==> src/rtl/vga_timing_pkg.sv <==
// Default 640x480@60 timing constants and the shared coordinate type.
package vga_timing_pkg;

  localparam int H_VISIBLE_DEF  = 640;
  localparam int H_FRONT_DEF    = 16;
  localparam int H_SYNC_DEF     = 96;
  localparam int H_BACK_DEF     = 48;
  localparam int V_VISIBLE_DEF  = 480;
  localparam int V_FRONT_DEF    = 10;
  localparam int V_SYNC_DEF     = 2;
  localparam int V_BACK_DEF     = 33;
  localparam int SYNC_DELAY_DEF = 2;

  localparam int H_TOTAL_DEF = H_VISIBLE_DEF + H_FRONT_DEF + H_SYNC_DEF + H_BACK_DEF;
  localparam int V_TOTAL_DEF = V_VISIBLE_DEF + V_FRONT_DEF + V_SYNC_DEF + V_BACK_DEF;

  typedef logic [9:0] coord_t;

endpackage

==> src/rtl/sync_delay_line.sv <==
// WIDTH x DEPTH register chain with synchronous reset to RST_VAL.
module sync_delay_line #(
  parameter int               WIDTH   = 1,
  parameter int               DEPTH   = 2,
  parameter logic [WIDTH-1:0] RST_VAL = '0
) (
  input  logic             clk_i,
  input  logic             rst_i,
  input  logic [WIDTH-1:0] d_i,
  output logic [WIDTH-1:0] q_o
);

  logic [DEPTH-1:0][WIDTH-1:0] stage_q;

  always_ff @(posedge clk_i) begin
    if (rst_i) begin
      stage_q <= {DEPTH{RST_VAL}};
    end else begin
      stage_q[0] <= d_i;
      for (int i = 1; i < DEPTH; i++) stage_q[i] <= stage_q[i-1];
    end
  end

  assign q_o = stage_q[DEPTH-1];

endmodule

==> src/rtl/vga_timing_controller.sv <==
// VGA raster counters and sync/blank decode. Define VGA_SYNC_DELAY_EN to delay
// hs/vs/blank by SYNC_DELAY cycles so they line up with the mappers' colour path.
module vga_timing_controller
  import vga_timing_pkg::*;
#(
  parameter int H_VISIBLE = H_VISIBLE_DEF,
  parameter int H_FRONT   = H_FRONT_DEF,
  parameter int H_SYNC    = H_SYNC_DEF,
  parameter int H_BACK    = H_BACK_DEF,
  parameter int V_VISIBLE = V_VISIBLE_DEF,
  parameter int V_FRONT   = V_FRONT_DEF,
  parameter int V_SYNC    = V_SYNC_DEF,
  parameter int V_BACK    = V_BACK_DEF
`ifdef VGA_SYNC_DELAY_EN
  ,
  parameter int SYNC_DELAY = SYNC_DELAY_DEF
`endif
) (
  input  logic        vga_clk,
  input  logic        reset,
  output logic [9:0]  DrawX,
  output logic [9:0]  DrawY,
  output logic        hs,
  output logic        vs,
  output logic        blank,
  output logic        frame_start,
  output logic        line_start,
  output logic [15:0] frame_count
);

  localparam int     H_TOTAL = H_VISIBLE + H_FRONT + H_SYNC + H_BACK;
  localparam int     V_TOTAL = V_VISIBLE + V_FRONT + V_SYNC + V_BACK;
  localparam coord_t H_LAST  = coord_t'(H_TOTAL - 1);
  localparam coord_t V_LAST  = coord_t'(V_TOTAL - 1);
  localparam coord_t H_VIS   = coord_t'(H_VISIBLE);
  localparam coord_t V_VIS   = coord_t'(V_VISIBLE);
  localparam coord_t HS_BEG  = coord_t'(H_VISIBLE + H_FRONT);
  localparam coord_t HS_END  = coord_t'(H_VISIBLE + H_FRONT + H_SYNC);
  localparam coord_t VS_BEG  = coord_t'(V_VISIBLE + V_FRONT);
  localparam coord_t VS_END  = coord_t'(V_VISIBLE + V_FRONT + V_SYNC);

  coord_t      hc_q, hc_d, vc_q, vc_d;
  logic [15:0] fc_q, fc_d;
  logic        hs_q, vs_q, blank_q, ls_q, fs_q;
  logic        hs_d, vs_d, blank_d, ls_d, fs_d;

  always_comb begin
    hc_d = hc_q + 1'b1;
    vc_d = vc_q;
    fc_d = fc_q;
    if (hc_q == H_LAST) begin
      hc_d = '0;
      if (vc_q == V_LAST) begin
        vc_d = '0;
        fc_d = fc_q + 16'd1;
      end else begin
        vc_d = vc_q + 1'b1;
      end
    end
  end

  // Flags decode the next coordinates so they register alongside them.
  always_comb begin
    hs_d    = !((hc_d >= HS_BEG) && (hc_d < HS_END));
    vs_d    = !((vc_d >= VS_BEG) && (vc_d < VS_END));
    blank_d = (hc_d < H_VIS) && (vc_d < V_VIS);
    ls_d    = (hc_d == '0);
    fs_d    = (hc_d == '0) && (vc_d == '0);
  end

  always_ff @(posedge vga_clk) begin
    if (reset) begin
      hc_q    <= '0;
      vc_q    <= '0;
      fc_q    <= '0;
      hs_q    <= 1'b1;
      vs_q    <= 1'b1;
      blank_q <= 1'b1;
      ls_q    <= 1'b1;
      fs_q    <= 1'b1;
    end else begin
      hc_q    <= hc_d;
      vc_q    <= vc_d;
      fc_q    <= fc_d;
      hs_q    <= hs_d;
      vs_q    <= vs_d;
      blank_q <= blank_d;
      ls_q    <= ls_d;
      fs_q    <= fs_d;
    end
  end

  assign DrawX       = hc_q;
  assign DrawY       = vc_q;
  assign frame_count = fc_q;
  assign line_start  = ls_q;
  assign frame_start = fs_q;

`ifdef VGA_SYNC_DELAY_EN
  logic [2:0] sync_dly;

  sync_delay_line #(
    .WIDTH   (3),
    .DEPTH   (SYNC_DELAY),
    .RST_VAL (3'b110)
  ) u_sync_dly (
    .clk_i (vga_clk),
    .rst_i (reset),
    .d_i   ({hs_q, vs_q, blank_q}),
    .q_o   (sync_dly)
  );

  assign {hs, vs, blank} = sync_dly;
`else
  assign hs    = hs_q;
  assign vs    = vs_q;
  assign blank = blank_q;
`endif

endmodule
==> config.mk <==
export PLATFORM = sky130hd
export DESIGN_NAME = vga_timing_controller
export DESIGN_NICKNAME = d
export VERILOG_FILES = /design/src/rtl/vga_timing_pkg.sv /design/src/rtl/sync_delay_line.sv /design/src/rtl/vga_timing_controller.sv
export SDC_FILE = /design/constraint.sdc
export NUM_CORES = 1
export LEC_CHECK = 0
export ABC_AREA = 1
export BUFFER_PORTS_ARGS = -buffer_cell sky130_fd_sc_hd__buf_2
export CORE_UTILIZATION = 50
export CTS_CLUSTER_SIZE = 24
export DETAILED_ROUTE_END_ITERATION = 8
export PLACE_DENSITY = 0.81
export SKIP_LAST_GASP = 1
export SLEW_MARGIN = 20
export SYNTH_ARGS = -nofsm -noshare
export SYNTH_HDL_FRONTEND = slang
export SYNTH_HIERARCHICAL = 1
export SYNTH_SLANG_ARGS = --single-unit
==> constraint.sdc <==
create_clock -name vga_clk -period 1.8 [get_ports vga_clk]
set_input_delay 0 -clock vga_clk [delete_from_list [all_inputs] [get_ports vga_clk]]
set_output_delay 0 -clock vga_clk [all_outputs]
set_load 0.03 [all_outputs]
==> impl_metrics.csv, run 1 <==
group,metric,value,unit
clock_network,cts_hold_buf,0,
setup_path,cp.required,2000,ps
final_layout,drive_gt1_share,30.9,%
grt,antenna_found_initial,0,
synthesis,synth_cells,355,
synthesis,synth_async_sr_flop_share,0,%
outcome,violations,"design-rule violations",
hold_path,min_from,"reset",
synthesis,ys_seq_area_share,34.3,%
synthesis,yosysTopAreaCellShare,34.3,%
power_and_ir_drop,p_total,1640,uW
synthesis,synth.area.top_cells,"dfxtp_1, nand2_1, inv_1, nor2_1, nand3_1",
setup_path,critPathLaunchType,"flop",
route,ant_nets,0,
setup_path,crit_type,"reg2reg",
floorplan,die_h,71.1,um
final_layout,fin_nets,435,
clock_network,cts-htree-levels,2,
route,dr_wl_met2,2.91,mm
clock_network,root_buffer,"clkbuf_8",
final_layout,final_cell_area,3070,sq um
route,drc,3,
route,dr.pass1.iters,7,
final_layout,multi_input_area,1410,sq um
floorplan,core_area,4470,sq um
place,numPortBuffers,42,
clock_network,cts_tree,"yes",
setup_path,r2r_slack,80,ps
route,vias,2469,
final_layout,nFillCells,384,
setup_path,cp_top_family,"simple AND/OR/NAND/NOR gates",
sta,hold_viol_final,0,
floorplan,ios,43,
route,top_layer,"met4",
synthesis,synth-seq-cells,41,
clock_network,path_clk_slew,90,ps
sta,maxSlewViolCount,0,
sta,setup_violations,0,
setup_path,arrival,1920,ps
synthesis,ys.warnings.count,6,
place,dp_hpwl,4.27,mm
route,drt_iter0_markers,131,
sta,slew_headroom,65.5,%
route,drt-met1-wl,2.76,mm
sta,period_minus_slack,1720,ps
synthesis,synthesis.area,2390,sq um
setup_path,reg2reg_depth,12,
sta,worstMarginPinSlew,518,ps
clock_network,cts_made_buffers,5,
route,via_per_inst,5.12,
setup_path,slowest_stage,"dfxtp_4",
sta,finalSetupTns,0,ps
final_layout,seq_area,837,sq um
final_layout,diodes,0,
floorplan,dieArea,5060,sq um
power_and_ir_drop,leakagePower,0.00155,uW
grt,grt_use_total,24.2,%
run,cap_violations,0,
clock_network,clock_sinks,41,
grt,gr-total-overflow,0,
grt,grt_pass1_vias,2179,
setup_path,reg2reg_to,"vs",
setup_path,worst_setup_path_end_kind,"flop",
synthesis,synth_common_cells,"nand2_1, inv_1, nor2_1",
sta,skew,11.9,ps
sta,fmax,0.582,GHz
synthesis,synth_top_area_cell,"dfxtp_1",
place,dpl_cell_area,2800,sq um
power_and_ir_drop,ir_drop,0.368,mV
floorplan,die_w,71.1,um
setup_path,cp_max_fo,8,
hold_path,min_path_type,"in2reg",
power_and_ir_drop,power.density,535,nW/um^2
synthesis,synth_fp_nets,361,
sta,min_period_over_period,95.5,%
synthesis,synth_most_common_cell,"nand2_1",
setup_path,path_buf_inv,2,
route,wirelength,6.07,mm
sta,rsz0062_at_grt,"yes",
hold_path,whs_endpoint,"DrawX[1]",
grt,grt_pass1_wl,9.67,mm
setup_path,crit-reg2reg-launch,"DrawX[0]",
final_layout,final_util,68.5,%
final_layout,syn_to_final_growth,28.3,%
place,gp_congestion,0.842,
synthesis,avgSynthCellArea,6.73,sq um
grt,grt_max_degree,29,
route,met3_length,277,um
outcome,status,"finished with violations",
route,routedWlPerCell,12.6,um
synthesis,synth_edf_count,0,
synthesis,ys_types,34,
synthesis,synth_ff_type,"dfxtp_1",
setup_path,slowest_delay,370,ps
clock_network,clk_path_buf_depth,2,
setup_path,crit_chain,"ha_4, nand2_4, nor2_8, nand2_2, nor2_4, buf_12, nand3_2, nand2_2, inv_2, nor2_2, nand3_2, nand2b_4",
hold_path,whs_path_depth,2,
floorplan,initial_utilization,53.4,%
clock_network,clkLatencyLatePin,310,ps
floorplan,num_rows,24,
cell type report:
type                       count  share of cell area (%)
clock buffer                   6                    2.69
multi-input combinational    256                    45.9
tap                           52                    2.12
inverter                      52                    6.45
timing repair buffer          73                    15.1
sequential                    41                    27.3
clock inverter                 2                   0.449
sequential cells by signal, indices dropped and copies added (netlist names):
name	flops
DrawX	10
hs	1
frame_count	16
frame_start	1
line_start	1
vs	1
blank	1
DrawY	10
through the flow:
stage          hold WS [ps]  setup slack (ps)  cells
4_1_cts                 146              8.54    473
3_3_place_gp            435              38.0    463
3_5_place_dp            433              1.51    463
5_1_grt                 173             -38.3    482
6_report                147              80.9    482
2_1_floorplan           357              17.9    355
logic make-up after synthesis:
logic type	count (synthesis)	share of synthesized area [%]
AND/OR/NAND/NOR	217	45.2
buffers and inverters	59	10.3
flip-flops	41	34.3
AO/OA/AOI/OAI	29	6.28
XOR/XNOR	5	1.83
adder cells (fa/ha/maj)	4	2.09
worst reg2reg max path, delay by kind of cell, from the launching register on:
family / cells / cell delay [ps]
fa+ha+maj: 1 / 150
buf+inv: 2 / 180
simple gates: 9 / 920
flops: 1 / 370
metal layers:
layer,vias up,track usage (%)
li1,1271,-
met1,1118,31.3
met2,66,39.9
met3,14,5.27
met4,0,8.67
met5,-,0
layout by cell type, fill, tap and decap left out, drive strengths merged, types with 9 or more instances in the layout:
master    n
nand3    33
nor2     53
buf      73
a21oi    16
nand4    12
nor3      9
inv      52
o21ai    11
dfxtp    41
nand2   105
where the power goes:
part	total (uW)	leakage (uW)	internal (uW)	switching, uW
Sequential	918	0.000335	911	6.52
Combinational	72.5	0.00116	22.6	49.9
Clock	649	0.0000512	311	338
what timing repair did:
item / 4_1_cts / 5_1_grt
cloned: 0 / 1
buffers inserted: 2 / 8
endpoints found under the setup margin: 3 / 10
pin swaps: 3 / 10
resized for setup: 0 / 24
how the worst max path moves through the flow:
stage,from,endpoint,slack [ps],depth (start not counted)
after detailed placement,DrawX[0],vs,2,12
after global placement,DrawX[0],vs,40,12
final,DrawX[0],vs,80,12
after floorplan,DrawX[2],vs,20,11
after global routing,DrawY[1],frame_count[7],-40,11
after CTS,DrawX[0],vs,9,12
Power figures use the tool's default switching activity.
==> run 2: changes to the inputs <==
==> constraint.sdc (replaced) <==
create_clock -name vga_clk -period 1.8 [get_ports vga_clk]
set_input_delay 0 -clock vga_clk [delete_from_list [all_inputs] [get_ports vga_clk]]
set_output_delay 0 -clock vga_clk [all_outputs]
set_load 0.005 [all_outputs]
==> impl_metrics.csv, run 2 (synthesized netlist as in run 1, its figures left out) <==
group,metric,value,unit
route,ant_nets,0,
outcome,violations,"design-rule violations",
power_and_ir_drop,ir_drop,0.447,mV
outcome,status,"finished with violations",
floorplan,die_w,71.1,um
sta,fmax,0.576,GHz
final_layout,final_cell_mix,"nand2_1, inv_1, nor2_1",
floorplan,ios,43,
route,routedWlPerCell,12.7,um
grt,antenna_found_initial,0,
final_layout,nFillCells,365,
route,via_per_inst,5.26,
setup_path,reg2reg_depth,12,
final_layout,fin_nets,439,
sta,maxSlewViolCount,0,
sta,skew,4.90,ps
power_and_ir_drop,leakagePower,0.00158,uW
setup_path,arrival,1940,ps
grt,gr-total-overflow,0,
route,dr.pass1.iters,7,
setup_path,critPathLaunchType,"flop",
grt,grt_pass1_vias,2167,
grt,grt_use_total,23.9,%
sta,setup_violations,0,
setup_path,crit_type,"reg2reg",
sta,period_minus_slack,1740,ps
final_layout,layout_commonest_cell,"nand2_1",
setup_path,crit-reg2reg-launch,"DrawX[1]",
sta,worstMarginPinSlew,515,ps
sta,fin_ws,63.7,ps
hold_path,whs_path_depth,2,
run,cap_violations,0,
sta,hold_viol_final,0,
final_layout,syn_to_final_growth,30.1,%
floorplan,core_area,4470,sq um
final_layout,largest_register_ffs,16,
setup_path,worst_setup_path_end_kind,"flop",
place,gp_congestion,0.841,
clock_network,cts_made_buffers,5,
floorplan,initial_utilization,53.4,%
clock_network,cts_tree,"yes",
place,dp_hpwl,4.31,mm
clock_network,clkLatencyLatePin,310,ps
sta,slew_headroom,65.7,%
hold_path,min_path_type,"in2reg",
sta,min_period_over_period,96.5,%
setup_path,r2r_slack,60,ps
clock_network,clk_path_buf_depth,2,
route,vias,2555,
setup_path,cp.required,2000,ps
final_layout,diodes,0,
route,wirelength,6.19,mm
route,drc,2,
setup_path,cp_max_fo,5,
grt,grt_pass1_wl,9.56,mm
route,drt_iter0_markers,140,
hold_path,whs_endpoint,"DrawX[6]",
power_and_ir_drop,power.density,523,nW/um^2
floorplan,dieArea,5060,sq um
setup_path,reg2reg_to,"vs",
sta,rsz0062_at_grt,"yes",
power_and_ir_drop,p_total,1630,uW
floorplan,die_h,71.1,um
clock_network,path_clk_slew,80,ps
place,numPortBuffers,42,
grt,grt_max_degree,29,
clock_network,clock_sinks,41,
place,dpl_worst_slack,19.1,ps
clock_network,root_buffer,"clkbuf_8",
hold_path,min_from,"reset",
floorplan,num_rows,24,
clock_network,cts-htree-levels,2,
final_layout,drive_gt1_share,32.0,%
-- run 2: cell types whose count changed in the layout (fill, tap and decap cells not counted), moves of 2 or more --
cell	change
dfxtp_4	-3
nand3_1	-2
buf_6	+2
buf_4	+2
dfxtp_2	+3
nand3_2	+2
-- run 2: layout make-up --
class,instances,area (sq um),area share (%)
timing repair buffer,77,500,16.1
inverter,52,198,6.36
multi-input combinational,256,1420,45.7
sequential,41,830,26.7
clock inverter,2,13.8,0.443
tap,52,65.1,2.09
clock buffer,6,82.6,2.66
-- run 2: routing by layer --
layer	routed length [um]	part of all wire (%)	track usage, %
met1	2810	45	30.2
met2	3060	49	40.8
met3	220	3.6	2.85
met4	103	1.7	11.1
met5	0	0	0
-- run 2: worst max path at each step --
stage | start | to | slack (ps)
global placement | DrawX[0] | vs | 60
global route | DrawY[1] | blank | -70
floorplan | DrawX[0] | vs | 50
detailed placement | DrawX[0] | vs | 20
finish | DrawX[1] | vs | 60
CTS | DrawX[0] | vs | 4
-- run 2: through the flow --
step                      instances  setup TNS, ps  cell area [sq um]  utilization, %  hold WS [ps]
after floorplan                 355              0               2390               -           284
after global placement          463              0               2770            62.0           377
after detailed placement        463              0               2770            62.0           405
after CTS                       471              0               2870            64.1           149
after global routing            486           -185               3110            69.5           184
final                           486              0               3110            69.5           150
-- run 2: critical path, cell delays in order, from the launching register on --
cell and delay (ps):
dfxtp_2 360, ha_4 150, nand2_4 80, nor2_8 140, nand2_2 80, nor2_4 180
buf_6 140, nand3_2 70, nand2_2 80, inv_2 40, nor2_2 70, nand3_1 110
nand2b_4 150
-- run 2: repair_timing --
action	4_1_cts	5_1_grt
hold buffers	0	0
gates resized for setup	0	33
endpoints found under the setup margin	0	14
setup buffers	0	14
-- run 2: power breakdown --
part,internal [uW],switching (uW),leakage (uW)
registers,914,6.98,0.000334
clock network,311,339,0.0000512
logic,22.1,34.0,0.00119
==> run 3: changes to the inputs <==
- PLACE_DENSITY: 0.81 -> 0.75
==> impl_metrics.csv, run 3 (synthesized netlist as in run 1, its figures left out) <==
group,metric,value,unit
floorplan,initial_utilization,53.4,%
grt,antenna_found_initial,0,
clock_network,cts_made_buffers,5,
sta,finalSetupTns,0,ps
final_layout,final_cell_mix,"nand2_1, inv_1, nor2_1",
route,ant_nets,0,
place,numPortBuffers,42,
sta,slew_headroom,64.1,%
floorplan,ios,43,
place,gp_congestion,0.870,
floorplan,core_area,4470,sq um
power_and_ir_drop,power.density,537,nW/um^2
route,routedWlPerCell,12.5,um
final_layout,layout_commonest_cell,"nand2_1",
clock_network,cts-htree-levels,2,
sta,maxSlewViolCount,0,
sta,rsz0062_at_grt,"yes",
route,drt_iter0_markers,207,
sta,skew,7.46,ps
power_and_ir_drop,p_switching,370,uW
setup_path,critPathLaunchType,"flop",
final_layout,nFillCells,393,
final_layout,largest_register_ffs,16,
grt,grt_pass1_wl,9.76,mm
setup_path,cp_max_fo,8,
sta,period_minus_slack,1730,ps
floorplan,die_h,71.1,um
setup_path,worst_setup_path_end_kind,"flop",
route,wirelength,5.98,mm
hold_path,min_path_type,"in2reg",
clock_network,path_clk_slew,80,ps
final_layout,diodes,0,
place,dp_hpwl,4.42,mm
route,drc,0,
final_layout,drive_gt1_share,28.9,%
setup_path,crit_type,"reg2reg",
sta,worstMarginPinSlew,539,ps
sta,fmax,0.577,GHz
clock_network,clk_path_buf_depth,2,
grt,gr-total-overflow,0,
setup_path,arrival,1960,ps
sta,setup_violations,0,
floorplan,num_rows,24,
run,cap_violations,0,
route,dr.pass1.iters,6,
clock_network,cts_tree,"yes",
final_layout,fin_nets,431,
final_layout,syn_to_final_growth,26.0,%
clock_network,cts_hold_buf,0,
sta,min_period_over_period,96.3,%
grt,grt_max_degree,29,
setup_path,cp.required,2030,ps
grt,grt_use_total,24.1,%
route,vias,2481,
route,via_per_inst,5.19,
power_and_ir_drop,seqPwrFrac,56.9,%
clock_network,clkLatencyLatePin,290,ps
power_and_ir_drop,combPwrFrac,3.5,%
power_and_ir_drop,ir_drop,0.531,mV
power_and_ir_drop,clockPowerShare,39.6,%
floorplan,dieArea,5060,sq um
power_and_ir_drop,p_total,1620,uW
clock_network,clock_sinks,41,
floorplan,die_w,71.1,um
power_and_ir_drop,leakagePower,0.00151,uW
power_and_ir_drop,internal_power,1250,uW
clock_network,root_buffer,"clkbuf_8",
sta,hold_viol_final,0,
outcome,status,"complete, no violations",
grt,grt_pass1_vias,2140,
power_and_ir_drop,power.share.switching,22.9,%
==> run 3: what timing repair did <==
action                                  CTS  global route
setup buffers                             0             5
endpoints found under the setup margin    0            12
gates resized for setup                   0            23
==> run 3: worst paths after layout <==
kind | from | slack [ps] | cells past startpoint | end
setup / recovery | DrawY[0] | 70 | 13 | frame_start
hold / removal | reset | 170 | 2 | DrawX[9]
setup reg to reg | DrawY[0] | 70 | 13 | frame_start
hold reg to reg | frame_count[14] | 500 | 2 | frame_count[14]
==> run 3: worst max-delay path: stages (launching register included) <==
cell,delay [ps]
dfxtp_4,370
inv_2,80
ha_1,160
nand2_2,80
nor2_4,100
nand3b_4,160
buf_4,190
nand3_1,100
nand2_1,60
nor2_1,100
nand2_1,70
nor2_1,100
nand2_1,70
nand2_1,50
==> run 3: area by class of cell <==
type | instances | area, sq um | share of cell area, %
clock buffers | 6 | 82.6 | 2.74
clock inverters | 2 | 13.8 | 0.457
inverters | 52 | 195 | 6.48
multi-input cells | 255 | 1390 | 46.0
flip-flops and latches | 41 | 828 | 27.5
well taps | 52 | 65.1 | 2.16
repair buffers | 70 | 440 | 14.6
==> run 3: power groups by stage <==
stage               Clock [uW]  Combinational [uW]  Sequential [uW]
floorplan                    0                26.0              944
global placement             0                53.0              939
detailed placement           0                53.7              940
CTS                        651                54.2              918
global route               700                63.0              921
finish                     640                56.7              920
==> run 3: through the flow <==
step                cells  utilization [%]  hold slack (ps)  area, sq um  setup slack (ps)
finish                478             67.3              168         3010              66.0
floorplan             355                -              284         2390              46.1
CTS                   473             64.7              170         2900             0.541
global placement      465             62.6              375         2800              37.9
global route          478             67.3              185         3010             -33.0
detailed placement    465             62.6              375         2800              15.9
==> run 3: layer usage <==
metal  up-vias  wire [um]  GRT usage, %
li1       1266          -             -
met4         0         61          6.22
met5         -          0             0
met1      1150       2750          32.2
met3         9        250          5.27
met2        56       2910          39.7
